## src/rtl/npi_req_issue_if.sv

```systemverilog
// NPI request-issue bundle: request-queue head, NPI address phase and read-tag reporting.
// The master modport is the issue stage and the slave modport is its environment.
interface npi_req_issue_if #(
    parameter int unsigned C_PI_ADDR_WIDTH = 32
);
    logic                       InitDone;
    logic                       ReqEmpty;
    logic                       ReqRNW;
    logic [3:0]                 ReqSize;
    logic [C_PI_ADDR_WIDTH-1:0] ReqAddr;
    logic [2:0]                 ReqId;
    logic                       ReqPop;
    logic                       PIM_AddrReq;
    logic                       PIM_RNW;
    logic [3:0]                 PIM_Size;
    logic [C_PI_ADDR_WIDTH-1:0] PIM_Addr;
    logic                       PIM_AddrAck;
    logic                       RdDone;
    logic [2:0]                 RdId;
    logic                       RdIdValid;
    logic [2:0]                 RdOutstanding;
    logic                       RdErr;

    modport master (
        input  InitDone, ReqEmpty, ReqRNW, ReqSize, ReqAddr, ReqId, PIM_AddrAck, RdDone,
        output ReqPop, PIM_AddrReq, PIM_RNW, PIM_Size, PIM_Addr,
               RdId, RdIdValid, RdOutstanding, RdErr
    );

    modport slave (
        output InitDone, ReqEmpty, ReqRNW, ReqSize, ReqAddr, ReqId, PIM_AddrAck, RdDone,
        input  ReqPop, PIM_AddrReq, PIM_RNW, PIM_Size, PIM_Addr,
               RdId, RdIdValid, RdOutstanding, RdErr
    );
endinterface

```

## src/rtl/npi_req_issue.sv

```systemverilog
// NPI address-phase issue stage: pops queued requests, holds them until ack, limits
// outstanding reads and keeps an in-order Id FIFO for the read data path.
module npi_req_issue #(
    parameter int unsigned C_PI_ADDR_WIDTH      = 32,
    parameter int unsigned C_MAX_RD_OUTSTANDING = 4
) (
    input  logic            Clk,
    input  logic            Rst,
    npi_req_issue_if.master Bus
);
    localparam int unsigned ID_W   = 3;
    localparam int unsigned SIZE_W = 4;
    localparam int unsigned CNT_W  = 3;
    localparam int unsigned PTR_W  = (C_MAX_RD_OUTSTANDING > 1) ? $clog2(C_MAX_RD_OUTSTANDING) : 1;
    localparam logic [PTR_W-1:0] PTR_LAST = PTR_W'(C_MAX_RD_OUTSTANDING - 1);
    localparam logic [CNT_W:0]   CNT_MAX  = (CNT_W + 1)'(C_MAX_RD_OUTSTANDING);

    typedef enum logic {IDLE, REQ} state_t;

    state_t                     state;
    state_t                     stateNxt;
    logic                       reqPop;
    logic                       issueOk;
    logic                       addrAck;
    logic [CNT_W:0]             rdCntEff;

    logic                       addrReqQ;
    logic                       rnwQ;
    logic [SIZE_W-1:0]          sizeQ;
    logic [C_PI_ADDR_WIDTH-1:0] addrQ;
    logic [ID_W-1:0]            pendIdQ;

    logic [ID_W-1:0]            tagMem [C_MAX_RD_OUTSTANDING];
    logic [PTR_W-1:0]           rdPtr;
    logic [PTR_W-1:0]           wrPtr;
    logic [PTR_W-1:0]           rdPtrNxt;
    logic [CNT_W-1:0]           rdCnt;
    logic [CNT_W-1:0]           rdCntNxt;
    logic                       tagPush;
    logic                       tagPop;
    logic [ID_W-1:0]            headNxt;
    logic [ID_W-1:0]            rdIdQ;
    logic                       rdIdValidQ;
    logic                       rdErrQ;

    function automatic logic [PTR_W-1:0] ptrInc(input logic [PTR_W-1:0] p);
        return (p == PTR_LAST) ? '0 : p + PTR_W'(1);
    endfunction

    // A read still waiting for ack counts against the limit, so the ack cycle sees the post-push count
    assign rdCntEff = {1'b0, rdCnt} + (CNT_W + 1)'((state == REQ) && rnwQ);
    assign issueOk  = Bus.InitDone && !Bus.ReqEmpty && (!Bus.ReqRNW || (rdCntEff < CNT_MAX));
    assign addrAck  = (state == REQ) && Bus.PIM_AddrAck;

    always_ff @(posedge Clk) begin
        if (Rst) state <= IDLE;
        else     state <= stateNxt;
    end

    always_comb begin
        stateNxt = state;
        case (state)
            IDLE:    if (issueOk) stateNxt = REQ;
            REQ:     if (Bus.PIM_AddrAck && !issueOk) stateNxt = IDLE;
            default: stateNxt = IDLE;
        endcase
    end

    // Pop only when the address slot is free or being freed by this cycle's ack
    always_comb begin
        reqPop = 1'b0;
        case (state)
            IDLE:    reqPop = issueOk;
            REQ:     reqPop = Bus.PIM_AddrAck && issueOk;
            default: reqPop = 1'b0;
        endcase
        if (Rst) reqPop = 1'b0;
    end

    always_ff @(posedge Clk) begin
        if (Rst) begin
            addrReqQ <= 1'b0;
            rnwQ     <= 1'b0;
            sizeQ    <= '0;
            addrQ    <= '0;
            pendIdQ  <= '0;
        end else if (reqPop) begin
            addrReqQ <= 1'b1;
            rnwQ     <= Bus.ReqRNW;
            sizeQ    <= Bus.ReqSize;
            addrQ    <= C_PI_ADDR_WIDTH'(Bus.ReqAddr);
            pendIdQ  <= Bus.ReqId;
        end else if (addrAck) begin
            addrReqQ <= 1'b0;
        end
    end

    assign tagPush  = addrAck && rnwQ;
    assign tagPop   = Bus.RdDone && (rdCnt != '0);
    assign rdCntNxt = rdCnt + CNT_W'(tagPush) - CNT_W'(tagPop);
    assign rdPtrNxt = tagPop ? ptrInc(rdPtr) : rdPtr;

    // Next head: bypass the Id being pushed when it becomes the head this same edge
    always_comb begin
        headNxt = '0;
        if (rdCntNxt != '0) begin
            if (tagPush && (rdPtrNxt == wrPtr)) headNxt = pendIdQ;
            else                                headNxt = tagMem[rdPtrNxt];
        end
    end

    always_ff @(posedge Clk) begin
        if (tagPush) tagMem[wrPtr] <= pendIdQ;
    end

    always_ff @(posedge Clk) begin
        if (Rst) begin
            rdPtr      <= '0;
            wrPtr      <= '0;
            rdCnt      <= '0;
            rdIdQ      <= '0;
            rdIdValidQ <= 1'b0;
            rdErrQ     <= 1'b0;
        end else begin
            if (tagPush) wrPtr <= ptrInc(wrPtr);
            rdPtr      <= rdPtrNxt;
            rdCnt      <= rdCntNxt;
            rdIdQ      <= headNxt;
            rdIdValidQ <= (rdCntNxt != '0);
            if (Bus.RdDone && (rdCnt == '0)) rdErrQ <= 1'b1;
        end
    end

    assign Bus.ReqPop        = reqPop;
    assign Bus.PIM_AddrReq   = addrReqQ;
    assign Bus.PIM_RNW       = rnwQ;
    assign Bus.PIM_Size      = sizeQ;
    assign Bus.PIM_Addr      = addrQ;
    assign Bus.RdId          = rdIdQ;
    assign Bus.RdIdValid     = rdIdValidQ;
    assign Bus.RdOutstanding = rdCnt;
    assign Bus.RdErr         = rdErrQ;
endmodule

```

## src/flat_wrapper.sv

```systemverilog
// flat-port wrapper written by rule: the top's interface ports become plain ports
module npi_req_issue_flat 
#(
    parameter int unsigned C_PI_ADDR_WIDTH      = 32,
    parameter int unsigned C_MAX_RD_OUTSTANDING = 4
)
  (Clk, Rst, Bus_InitDone, Bus_ReqEmpty, Bus_ReqRNW, Bus_ReqSize, Bus_ReqAddr, Bus_ReqId, Bus_PIM_AddrAck, Bus_RdDone, Bus_ReqPop, Bus_PIM_AddrReq, Bus_PIM_RNW, Bus_PIM_Size, Bus_PIM_Addr, Bus_RdId, Bus_RdIdValid, Bus_RdOutstanding, Bus_RdErr);
  npi_req_issue_if #(.C_PI_ADDR_WIDTH(C_PI_ADDR_WIDTH)) Bus_i ();
  input  logic Clk;
  input  logic Rst;
  input wire logic [$bits(Bus_i.InitDone)-1:0] Bus_InitDone;
  input wire logic [$bits(Bus_i.ReqEmpty)-1:0] Bus_ReqEmpty;
  input wire logic [$bits(Bus_i.ReqRNW)-1:0] Bus_ReqRNW;
  input wire logic [$bits(Bus_i.ReqSize)-1:0] Bus_ReqSize;
  input wire logic [$bits(Bus_i.ReqAddr)-1:0] Bus_ReqAddr;
  input wire logic [$bits(Bus_i.ReqId)-1:0] Bus_ReqId;
  input wire logic [$bits(Bus_i.PIM_AddrAck)-1:0] Bus_PIM_AddrAck;
  input wire logic [$bits(Bus_i.RdDone)-1:0] Bus_RdDone;
  output wire logic [$bits(Bus_i.ReqPop)-1:0] Bus_ReqPop;
  output wire logic [$bits(Bus_i.PIM_AddrReq)-1:0] Bus_PIM_AddrReq;
  output wire logic [$bits(Bus_i.PIM_RNW)-1:0] Bus_PIM_RNW;
  output wire logic [$bits(Bus_i.PIM_Size)-1:0] Bus_PIM_Size;
  output wire logic [$bits(Bus_i.PIM_Addr)-1:0] Bus_PIM_Addr;
  output wire logic [$bits(Bus_i.RdId)-1:0] Bus_RdId;
  output wire logic [$bits(Bus_i.RdIdValid)-1:0] Bus_RdIdValid;
  output wire logic [$bits(Bus_i.RdOutstanding)-1:0] Bus_RdOutstanding;
  output wire logic [$bits(Bus_i.RdErr)-1:0] Bus_RdErr;
  assign Bus_i.InitDone = Bus_InitDone;
  assign Bus_i.ReqEmpty = Bus_ReqEmpty;
  assign Bus_i.ReqRNW = Bus_ReqRNW;
  assign Bus_i.ReqSize = Bus_ReqSize;
  assign Bus_i.ReqAddr = Bus_ReqAddr;
  assign Bus_i.ReqId = Bus_ReqId;
  assign Bus_i.PIM_AddrAck = Bus_PIM_AddrAck;
  assign Bus_i.RdDone = Bus_RdDone;
  assign Bus_ReqPop = Bus_i.ReqPop;
  assign Bus_PIM_AddrReq = Bus_i.PIM_AddrReq;
  assign Bus_PIM_RNW = Bus_i.PIM_RNW;
  assign Bus_PIM_Size = Bus_i.PIM_Size;
  assign Bus_PIM_Addr = Bus_i.PIM_Addr;
  assign Bus_RdId = Bus_i.RdId;
  assign Bus_RdIdValid = Bus_i.RdIdValid;
  assign Bus_RdOutstanding = Bus_i.RdOutstanding;
  assign Bus_RdErr = Bus_i.RdErr;
  npi_req_issue #(.C_PI_ADDR_WIDTH(C_PI_ADDR_WIDTH), .C_MAX_RD_OUTSTANDING(C_MAX_RD_OUTSTANDING)) u_core (.Clk(Clk), .Rst(Rst), .Bus(Bus_i));
endmodule
```

## config.mk

```make
export PLATFORM = sky130hd
export DESIGN_NAME = npi_req_issue_flat
export DESIGN_NICKNAME = d
export VERILOG_FILES = /design/src/rtl/npi_req_issue_if.sv /design/src/rtl/npi_req_issue.sv /design/src/flat_wrapper.sv
export SDC_FILE = /design/constraint.sdc
export NUM_CORES = 1
export LEC_CHECK = 0
export ABC_AREA = 1
export CELL_PAD_IN_SITES_DETAIL_PLACEMENT = 1
export CELL_PAD_IN_SITES_GLOBAL_PLACEMENT = 1
export CORE_MARGIN = 5
export CORE_UTILIZATION = 32
export CTS_BUF_LIST = sky130_fd_sc_hd__clkbuf_8 sky130_fd_sc_hd__clkbuf_16
export CTS_CLUSTER_SIZE = 40
export DETAILED_ROUTE_END_ITERATION = 8
export GPL_TIMING_DRIVEN = 0
export PLACE_DENSITY = 0.79
export SLEW_MARGIN = 0
export SYNTH_ARGS = -nofsm -noshare
export SYNTH_HDL_FRONTEND = slang
export SYNTH_SLANG_ARGS = --single-unit
```

## constraint.sdc

```tcl
create_clock -name Clk -period 2.9 [get_ports Clk]
set_input_delay 0.87 -clock Clk [delete_from_list [all_inputs] [get_ports Clk]]
set_output_delay 0.87 -clock Clk [all_outputs]
set_load 0.05 [all_outputs]
```

**Word level (Yosys, flattened, before mapping)**

Memory sizes are Yosys's and may differ from the RTL's. A register that Yosys moved wholly into a read port is not among the register bits.
Cells that the tools add are included.

- Register bits: 51
- Latch bits: 0
- Bits in writable memories: 12
- Bits in read-only memories: 0
- Output and inout port bits: 47
- Word-level logic and storage cells: 52
- Memories kept: 1

- Add/sub/neg operators: 5
- Multipliers: 0
- Div/mod/pow operators: 0
- Order comparisons: 1
- Eq/ne operators: 2
- Shift-type cells: 0
- Multiplexer cells: 12
- Bitwise gates (word level): 2
- Reductions and logical operators: 18

Memories:

| name | depth | bits a word | read ports | clocked after memory_dff | wr ports | line | text |
|---|---|---|---|---|---|---|---|
| u_core.tagMem | 4 | 3 | 1 | 1 | 1 | npi_req_issue.sv:33 | `logic [ID_W-1:0] tagMem [C_MAX_RD_OUTSTANDING];` |

Operators by type and width:

| cell | count |
|---|---|
| 1-bit logical AND | 9 |
| 1-bit 2-to-1 mux | 7 |
| 2-bit 2-to-1 mux | 3 |
| 3-bit nonzero test | 2 |
| 2-bit by 1-bit adder with 2-bit output (second input constant) | 2 |
| 3-bit by 1-bit adder with 4-bit output | 1 |
| 2-bit == test (second input constant) | 2 |
| 4-bit by 3-bit less-than comparator with 1-bit output (second input constant) | 1 |
| 1-bit one-hot mux with 2 select lines | 2 |
| 3-bit by 1-bit adder with 3-bit output | 1 |
| 1-bit logical NOT | 3 |
| 3-bit logical NOT | 1 |
| 3-bit by 1-bit subtractor with 3-bit output | 1 |
| 1-bit inverter | 2 |
| 2-bit nonzero test | 1 |
| 2-bit OR reduction | 1 |
| 1-bit logical OR | 1 |

**Logic depth before layout (Yosys ltp)**

- Depth in word-level cells: 9
- Gate-level depth with buffers: 13
- Mapped depth without buffers: 13

**Worst setup path before layout**

Ideal clock, no wire load.

- Path type: input to register
- Start: input Bus_RdDone
- End: register u_core.rdIdQ[0], in the netlist u_core.Bus.RdId[0], read port of u_core.tagMem
- Library setup time: 0.113 ns
- Arrival: 2.333 ns
- Data required time: 2.787 ns
- Slack: 0.454 ns
- Stages: 11
- Path buffers: 0
- Cells stage by stage: nand2_4 > inv_1 > ha_1 > inv_1 > ha_1 > fa_1 > xnor2_1 > o31ai_1 > inv_1 > nand2_1 > nor2_1

- Word-level cells in the longest chain between the ends: 5
- Elaborated cells between the ends (all ways): 6
- Those cells by class: add/sub: 1; mux: 1; bitwise: 1; reduce/logical: 3

Ends and longest elaborated chain:

| what | line | text |
|---|---|---|
| from (decl) | flat_wrapper.sv:18 | `input wire logic [$bits(Bus_i.RdDone)-1:0] Bus_RdDone;` |
| 1-bit logical AND (*) | npi_req_issue.sv:99 | `assign tagPop = Bus.RdDone && (rdCnt != '0);` |
| 3-bit by 1-bit subtractor with 3-bit output | npi_req_issue.sv:100 | `assign rdCntNxt = rdCnt + CNT_W'(tagPush) - CNT_W'(tagPop);` |
| 3-bit nonzero test | npi_req_issue.sv:106 | `if (rdCntNxt != '0) begin` |
| 1-bit inverter (no line) | n/a |  |
| 2-bit OR reduction (no line) | n/a |  |
| to (decl) | npi_req_issue.sv:42 | `logic [ID_W-1:0] rdIdQ;` |

Mark *: on every way between the ends. The rest lies on a longest branch, timed or not.
A chain may end at the register's enable or synchronous reset.

**Worst setup path in the final report**

- Start: input Bus_InitDone
- End: output Bus_ReqPop

- Word-level cells in the longest chain between the ends: 5

Ends and longest elaborated chain:

| what | line | text |
|---|---|---|
| from (decl) | flat_wrapper.sv:11 | `input wire logic [$bits(Bus_i.InitDone)-1:0] Bus_InitDone;` |
| 1-bit logical AND (*) (2 in series) | npi_req_issue.sv:52 | `assign issueOk = Bus.InitDone && !Bus.ReqEmpty && (!Bus.ReqRNW \|\| (rdCntEff < CNT_MAX));` |
| 1-bit logical AND | npi_req_issue.sv:74 | `REQ: reqPop = Bus.PIM_AddrAck && issueOk;` |
| 1-bit one-hot mux with 2 select lines (*) | npi_req_issue.sv:72 | `case (state)` |
| 1-bit 2-to-1 mux (*) | npi_req_issue.sv:77 | `if (Rst) reqPop = 1'b0;` |
| to (decl) | flat_wrapper.sv:19 | `output wire logic [$bits(Bus_i.ReqPop)-1:0] Bus_ReqPop;` |

Marked as above.

==> results.py <==
metrics = {
    "outcome": {
        "outcome": "completed",
    },
    "place": {
        "place_inst": 527,
        "dpl.hpwl_um": 5850,
        "place_ws_ns": -0.839,
        "routabilityCongestion": 0.828,
        "port_buffers": 91,
    },
    "routing": {
        "first_iter_violations": 57,
        "drt-total-wl_um": 7640,
        "vias": 2465,
        "vias_per_cell": 4.54,
        "drc": 0,
        "drt_pre_antenna_iters": 4,
        "wl_per_cell_um": 14.1,
        "ant_nets": 0,
    },
    "yosys": {
        "avgSynthCellArea_um2": 8.17,
        "synthCells": 331,
        "synthesis.area_um2": 2710,
        "seq_area_frac_synth_pct": 53.3,
        "synth_ff_type": "dfxtp_1",
        "synth-simple-area-share_pct": 32.3,
        "synth_xor_area_share_pct": 0.324,
        "synthMuxAreaShare_pct": 0,
        "async_reset_ff_share_pct": 0,
        "synth_edf_count": 12,
        "ys_ff_latch": 66,
        "syn_nets": 386,
        "synthAdderAreaFrac_pct": 4.44,
        "synth_top_family_by_area": "simple AND/OR/NAND/NOR gates",
        "yosysWarningCount": 0,
        "synth_compound_area_share_pct": 1.76,
        "synth_cell_type_count": 26,
    },
    "die": {
        "num_rows": 33,
        "start_util_pct": 32.9,
        "die_x_um": 102,
        "io_pins": 93,
        "dieArea_um2": 10400,
        "core_area_um2": 8220,
        "die_h_um": 102,
    },
    "final_layout": {
        "layout_common_cells": "nand2_1 (108), clkdlybuf4s50_1 (87), nand3_1 (61)",
        "antenna_cells": 0,
        "layout_commonest_cell": "nand2_1",
        "stdcell_count": 543,
        "area_growth_pct": 45.4,
        "layout.nets": 488,
        "final_layout_size_suffix_gt1_share_pct": 7.99,
    },
    "sta": {
        "setup_viol": 0,
        "slew_headroom_pct": 63.2,
        "layout_setup_ws_ns": 0.0979,
        "fmax_mhz": 357,
        "period_minus_slack_ns": 2.80,
        "finalCritPeriodShare_pct": 96.6,
        "rsz0062_at_grt": "no",
        "fin_hold_ws_ns": 0.453,
        "slew_viol_final": 0,
        "worst_pin_slew_ns": 0.550,
        "finalHoldViolCount": 0,
        "fin_skew_ns": 0.00684,
    },
    "critical_path": {
        "rrSetupSlack_ns": 0.48,
        "cp_max_fo": 11,
        "cp_data_required_time_ns": 2.03,
        "crit_type": "in -> out",
        "cp_data_arrival_time_ns": 1.93,
        "start_kind": "input port",
        "endpoint_kind": "output pin",
    },
    "grt": {
        "grt_pass1_vias": 2651,
        "grt_usage_pct": 15.7,
        "antenna_found_initial": 0,
        "grt_pass1_wl_um": 12700,
        "grt_max_degree": 12,
        "grt-ovfl-total": 0,
    },
    "clock_network": {
        "clockBufferDepth": 2,
        "cts_max_level": 3,
        "cts_tree": "done",
        "cts_buffers": 9,
        "clkLatencyLatePin_ns": 0.34,
        "root_buffer": "clkbuf_8",
        "clock_sinks": 66,
        "clk_pin_slew_ns": 0.06,
    },
    "power": {
        "total_power_uw": 2790,
        "power_density_nw_per_um2": 710,
        "peakVddDrop_mv": 0.274,
        "leakagePower_uw": 0.00179,
    },
    "worst_hold_path": {
        "hp-class": "reg -> reg",
    },
    "flow_run": {
        "maxCapViolations": 0,
    },
}
registers in the layout, indices dropped and copies added, names as in the netlist, 2 cells and up:
name and cells:
u_core.Bus.PIM_Size 4, u_core.pendIdQ 3, u_core.Bus.PIM_Addr 32, u_core.Bus.RdOutstanding 3
u_core.tagMem 12, u_core.rdPtr 2, u_core.Bus.RdId 3, u_core.wrPtr 2
synthesized netlist by cell type (2+ instances only):
cell	count	area [um2]
dfxtp_1	54	1080
nand2_2	2	12.5
nor2_1	23	86.3
edfxtp_1	12	360
buf_6	4	45.0
buf_2	5	25.0
a21oi_1	3	15.0
buf_1	4	15.0
nand3_2	3	30.0
nand3_1	61	305
ha_1	8	100
nand2_1	108	405
inv_1	31	116
cell families after synthesis:
group / Yosys count
xor+xnor: 1
buf+inv: 47
fa+ha+maj: 9
flops: 66
compound gates: 7
simple gates: 201
critical path: stages:
cell	delay (ns)
clkdlybuf4s50_1	0.46
inv_1	0.06
nor2_4	0.14
nand3_4	0.12
clkinv_4	0.12
buf_8	0.15
metrics by stage:
stage	cell area (um2)	util, %	setup TNS (ns)
after floorplan	2710	-	0
after global placement	3750	45.6	-1.99
after detailed placement	3750	45.6	-2.35
after CTS	3940	48.0	0
after global routing	3930	47.9	0
final	3930	47.9	0
area by class of cell:
cell class	instances	area (um2)
Buffer	12	73.8
Clock buffer	10	138
Clock inverter	6	27.5
Fill cell	989	4280
Inverter	34	133
Multi-Input combinational cell	218	1060
Sequential cell	66	1440
Tap cell	105	131
Timing Repair Buffer	92	923
per-layer routing:
metal  share of wire, %  track usage [%]  up-vias
met5                  0                0        -
met4                1.3             7.27        0
met3                 10             7.37        9
met2                 50             26.1       75
met1                 39             17.0     1130
li1                   -                -     1251
repair_timing:
| item | 4_1_cts | 5_1_grt |
|---|---|---|
| gates resized for setup | 14 | 1 |
| buffers inserted | 1 | 0 |
| pin swaps | 2 | 2 |
| hold buffers | 0 | 0 |
| setup endpoints to repair | 4 | 1 |
final timing paths:
path	cells after the start	start	end
hold reg to reg	2	u_core.Bus.RdErr	u_core.Bus.RdErr
setup reg to reg	13	u_core.Bus.RdOutstanding[1]	u_core.Bus.RdId[0]
setup / recovery	6	Bus_InitDone	Bus_ReqPop
hold / removal	2	u_core.Bus.RdErr	u_core.Bus.RdErr
power by group:
| part | leakage (uW) | internal [uW] | switching, uW | total (uW) |
|---|---|---|---|---|
| clock network | 0.000100 | 322 | 339 | 661 |
| registers | 0.000551 | 1030 | 58.1 | 1090 |
| logic | 0.00113 | 367 | 679 | 1050 |
No activity file was read; power rests on OpenSTA's default activity.
